===== src/rtl/serial_sub_pkg.sv =====
// Shared types and helpers for the bit-serial subtractor.
package serial_sub_pkg;

  // Control states of the serial subtractor
  typedef enum logic [1:0] {
    IDLE  = 2'd0,
    SHIFT = 2'd1,
    DONE  = 2'd2
  } sub_state_t;

  // Default operand/result width
  localparam int DEFAULT_N = 4;

  // Bit-counter width for an N-bit operation; never narrower than one bit
  function automatic int cnt_width(input int n);
    return (n > 2) ? $clog2(n) : 1;
  endfunction

endpackage


===== src/rtl/full_subtractor.sv =====
// One-bit full subtractor: d = x - y - bin, with borrow-out.
module full_subtractor (
  input  logic x,
  input  logic y,
  input  logic bin,
  output logic d,
  output logic bout
);

  // Difference bit and borrow generated/propagated by this bit position
  always_comb begin
    d    = x ^ y ^ bin;
    bout = (~x & y) | (~(x ^ y) & bin);
  end

endmodule


===== src/rtl/serial_subtractor.sv =====
// Bit-serial N-bit subtractor: diff = a - b - bin, one bit per clock, LSB
// first, using a single full-subtractor cell and a registered borrow.
module serial_subtractor
  import serial_sub_pkg::*;
#(
  parameter int N = DEFAULT_N
) (
  input  logic         clk,
  input  logic         reset,
  input  logic         start,
  input  logic [N-1:0] a,
  input  logic [N-1:0] b,
  input  logic         bin,
  output logic         busy,
  output logic         done,
  output logic [N-1:0] diff,
  output logic         bout,
  output logic         overflow
);

  localparam int CW = cnt_width(N);

  sub_state_t   state_reg, state_next;

  logic [N-1:0]  sa_reg;      // minuend, shifted right each SHIFT cycle
  logic [N-1:0]  sb_reg;      // subtrahend, shifted right each SHIFT cycle
  logic [N-1:0]  res_reg;     // result bits enter at the MSB
  logic          br_reg;      // running borrow between bit positions
  logic          a_msb_reg;   // operand sign bits kept for overflow
  logic          b_msb_reg;
  logic [CW-1:0] cnt_reg;     // index of the bit being processed

  logic [N-1:0]  diff_reg;    // published results, held between operations
  logic          bout_reg;
  logic          ovf_reg;

  logic          cell_d;
  logic          cell_b;
  logic          last_bit;

  full_subtractor u_cell (
    .x    (sa_reg[0]),
    .y    (sb_reg[0]),
    .bin  (br_reg),
    .d    (cell_d),
    .bout (cell_b)
  );

  assign last_bit = (cnt_reg == CW'(N - 1));

  // State register
  always_ff @(posedge clk or posedge reset) begin
    if (reset) begin
      state_reg <= IDLE;
    end else begin
      state_reg <= state_next;
    end
  end

  // Next-state logic and handshake outputs
  always_comb begin
    state_next = state_reg;
    busy       = 1'b0;
    done       = 1'b0;
    case (state_reg)
      IDLE: begin
        if (start) begin
          state_next = SHIFT;
        end
      end
      SHIFT: begin
        busy = 1'b1;
        if (last_bit) begin
          state_next = DONE;
        end
      end
      DONE: begin
        busy       = 1'b1;
        done       = 1'b1;
        state_next = IDLE;
      end
      default: begin
        state_next = IDLE;
      end
    endcase
  end

  // Operand capture, bit-serial shifting and result publication
  always_ff @(posedge clk or posedge reset) begin
    if (reset) begin
      sa_reg    <= '0;
      sb_reg    <= '0;
      res_reg   <= '0;
      br_reg    <= 1'b0;
      a_msb_reg <= 1'b0;
      b_msb_reg <= 1'b0;
      cnt_reg   <= '0;
      diff_reg  <= '0;
      bout_reg  <= 1'b0;
      ovf_reg   <= 1'b0;
    end else begin
      case (state_reg)
        IDLE: begin
          if (start) begin
            sa_reg    <= a;
            sb_reg    <= b;
            br_reg    <= bin;
            a_msb_reg <= a[N-1];
            b_msb_reg <= b[N-1];
            cnt_reg   <= '0;
            res_reg   <= '0;
          end
        end
        SHIFT: begin
          res_reg <= {cell_d, res_reg[N-1:1]};
          sa_reg  <= {1'b0, sa_reg[N-1:1]};
          sb_reg  <= {1'b0, sb_reg[N-1:1]};
          br_reg  <= cell_b;
          cnt_reg <= cnt_reg + CW'(1);
          // Publish on the final bit so results are valid during DONE and
          // stay put through the following operation until its own DONE.
          if (last_bit) begin
            diff_reg <= {cell_d, res_reg[N-1:1]};
            bout_reg <= cell_b;
            ovf_reg  <= (a_msb_reg != b_msb_reg) && (cell_d != a_msb_reg);
          end
        end
        default: begin
        end
      endcase
    end
  end

  assign diff     = diff_reg;
  assign bout     = bout_reg;
  assign overflow = ovf_reg;

endmodule

===== config.mk =====
export PLATFORM = sky130hd
export DESIGN_NAME = serial_subtractor
export DESIGN_NICKNAME = d
export VERILOG_FILES = /design/src/rtl/serial_sub_pkg.sv /design/src/rtl/full_subtractor.sv /design/src/rtl/serial_subtractor.sv
export SDC_FILE = /design/constraint.sdc
export NUM_CORES = 1
export LEC_CHECK = 0
export ABC_AREA = 1
export BUFFER_PORTS_ARGS = -buffer_cell sky130_fd_sc_hd__buf_2
export CAP_MARGIN = 20
export CORE_UTILIZATION = 25
export CTS_CLUSTER_DIAMETER = 150
export DETAILED_ROUTE_END_ITERATION = 6
export PLACE_DENSITY = 0.38
export SLEW_MARGIN = 20
export SYNTH_ARGS = -nofsm -noshare
export SYNTH_HDL_FRONTEND = slang
export SYNTH_SLANG_ARGS = --single-unit

===== constraint.sdc =====
create_clock -name clk -period 1.4 [get_ports clk]
set_clock_uncertainty 0.05 [all_clocks]
set_input_delay 0.07 -clock clk [delete_from_list [all_inputs] [get_ports clk]]
set_output_delay 0.07 -clock clk [all_outputs]
set_load 0.05 [all_outputs]

==> key figures <==
Setup path
  • R2r startpoint: sa_reg[0]
  • Crit end category: flop
  • Slowest cell on the critical path: fa_1
  • Most numerous cell on the critical path: nand2_1
  • Startpoint Class: flop
  • Setup CP Type: reg2reg
  • Worst EP arrival: 1.52 ns
  • Crit-path max FO: 3
  • CP top delay family: adder cells
  • Worst path cell trace: fa_1, inv_2, nand3_2, nand2_1, nand2_1, nand2_1
  • R2R Path End: overflow
  • Worst reg2reg path depth: 6
  • Crit path launch: sa_reg[0]
  • Worst Path Buf+Inv: 1
  • Worst reg2reg setup slack: 0.002 ns
  • Critical path's largest stage delay: 0.59 ns
  • Data required, critical path: 1.52 ns

Logic synthesis
  • Ys async rst share: 1.00
  • Most frequent cell after synthesis: nand2_1
  • Syn Inst Count: 137
  • Commonest cells in the netlist: nand2_1 (53), dfrtp_1 (24), nand3_1 (16), inv_1 (12), o21ai_1 (11)
  • Area leader, netlist: dfrtp_1
  • Main area contributors after synthesis: dfrtp_1 (53%), nand2_1 (18%), nand3_1 (7.0%), o21ai_1 (4.8%), ha_1 (4.4%)
  • Sequential fraction of the synthesis area: 0.529
  • Synth unique cells: 12
  • Warnings from Yosys: 0
  • Yosys reg bits: 24
  • Post-Synthesis Cell Area: between 0.001 and 0.0015 mm^2
  • Top_reg_cell synth: dfrtp_1
  • Post-synth EDFFs: 0
  • Synthesized Nets: 154
  • Top-area cell type share of the netlist area: 0.529
  • Mean Syn Cell Area: a little over 8 um^2

Clock tree
  • Clk root buf: clkbuf_8
  • H-tree depth: 1
  • CTS tree: built
  • CTS buffer count: 3
  • Clock Path Buffers: 2
  • Clock Latency Late Sink: approximately 0.27 ns
  • Clock slew at reported path FFs: 0.09 ns
  • CTS sink cnt: 24

Min path
  • HP Class: in2reg
  • Min-delay src: b[3]
  • WHS Endpoint: b_msb_reg
  • Min-Delay Path Depth: 3

Die
  • Initial Utilization: 0.261
  • Top Ports: 20
  • Die ar.: 0.00482 mm^2
  • Chip width: 69.4 um
  • FP Rows: 24
  • DIE HEIGHT: just under 70 um
  • Core Area: 0.00435 mm^2

Timing
  • Slew HR: 0.788
  • Period utilization: 0.999
  • Final setup fails: 0
  • Final critical-path required period: 1.40 ns
  • Final Hold Fails: 0
  • Max Freq: about 720 MHz
  • Final count of pins violating max slew: 0
  • Hold_ws: 0.0165 ns
  • Worst slew pin tran: roughly 0.32 ns
  • RSZ-0062 raised after global routing: true

Routing
  • WL final: 2570 um
  • Routed Antenna Nets: 0
  • WL/cell: 11.5 um
  • Drt initial violations: 27
  • Number of vias per cell: 4.35
  • Pre-antenna DRT Iters: 4
  • Vias post-DR: 970
  • Detailed-route DRC error count: 0

GRT
  • Antenna violations before repair: 0
  • Number of global-route vias before repair: 969
  • Largest net degree at the start of global routing: 25
  • Total grt overflow: 0
  • Total track usage: 0.117
  • First-pass GRT wire length: 4400 um

Placed design
  • RD Place Congestion: 0.705
  • Placed cell area: 0.00137 mm^2
  • DP Wirelength: 1950 um
  • IO buf count: 19

Layout
  • Area growth syn-to-layout: 32.9%
  • Multi-input gate area: between 400 and 500 um^2
  • FILL cells: 470
  • Layout Nets: between 150 and 200
  • Antenna cells: 0
  • Final Cell Area: 0.00151 mm^2
  • FF/Latch Area: about 600 um^2
  • Layout cells sized above 1: 0.281

Power and ir drop
  • VDD IR max: 1.18 mV
  • P per Cell Area: 2380 mW/mm^2
  • LEAKAGE: ~0.83 nW

Outcome
  • Status: finished clean

Job
  • Max Cap Viol: 0
==> power by group <==
group          leakage (nW)  internal (W)  switching (W)
logic                 0.484      0.000695        0.00114
clock network        0.0357      0.000382       0.000226
registers             0.310      0.000983       0.000162
==> routing by layer <==
metal / wire length [um] / track usage
met5: 0 / 0
met4: 17 / 0.0204
met3: 104 / 0.0378
met2: 1260 / 0.197
met1: 1180 / 0.147
==> what timing repair did <==
item | 4_1_cts | 5_1_grt
pin swaps | 0 | 1
hold endpoints to repair | 24 | 0
setup endpoints to repair | 6 | 19
gates resized for setup | 4 | 10
setup buffers | 1 | 1
hold buffers | 1 | 0
==> tightest hold or removal path: cells and delay by family <==
family | cells | cell delay [ns]
buf+inv | 1 | 0.08
simple gates | 1 | 0.07
compound gates | 1 | 0.08
==> cell type report <==
cell class	instances	area share
clock inverters	1	0.0199
repair buffers	34	0.151
flip-flops and latches	24	0.398
inverters	15	0.0373
clock buffers	3	0.0273
well taps	52	0.0431
multi-input cells	94	0.324
==> cells by family after synthesis <==
| logic type | after synthesis | share of synthesized area |
|---|---|---|
| buffers and inverters | 19 | 0.0716 |
| AO/OA/AOI/OAI | 16 | 0.0705 |
| flip-flops | 24 | 0.529 |
| adder cells (fa/ha/maj) | 5 | 0.0617 |
| AND/OR/NAND/NOR | 73 | 0.268 |
==> placed cells by master, fill, tap and decap left out, drive strengths merged <==
cell	n
nand2	57
buf	33
dfrtp	24
nand3	16
o21ai	16
inv	15
ha	4
clkbuf	3
fa	1
bufinv	1
dlygate4sd3	1
==> worst max path at each step <==
stage,endpoint,slack (ns),cells after the start
after floorplan,overflow,0.08,7
after global placement,sb_reg[0],0.03,7
after detailed placement,overflow,-0.01,7
after CTS,overflow,-0.01,7
after global routing,overflow,-0.08,6
final,overflow,0.002,6
==> through the flow <==
stage          worst slack, ns  std cells  TNS [ns]  power, W   util
6_report               0.00171        223         0   0.00359  0.347
3_3_place_gp            0.0261        216         0   0.00283  0.316
3_5_place_dp           -0.0118        216   -0.0148   0.00286  0.316
4_1_cts                -0.0107        222   -0.0107   0.00355  0.339
5_1_grt                -0.0807        223    -0.360   0.00390  0.347
2_1_floorplan           0.0804        137         0   0.00232      -
Note: power is estimated with default switching activity, not from simulation.
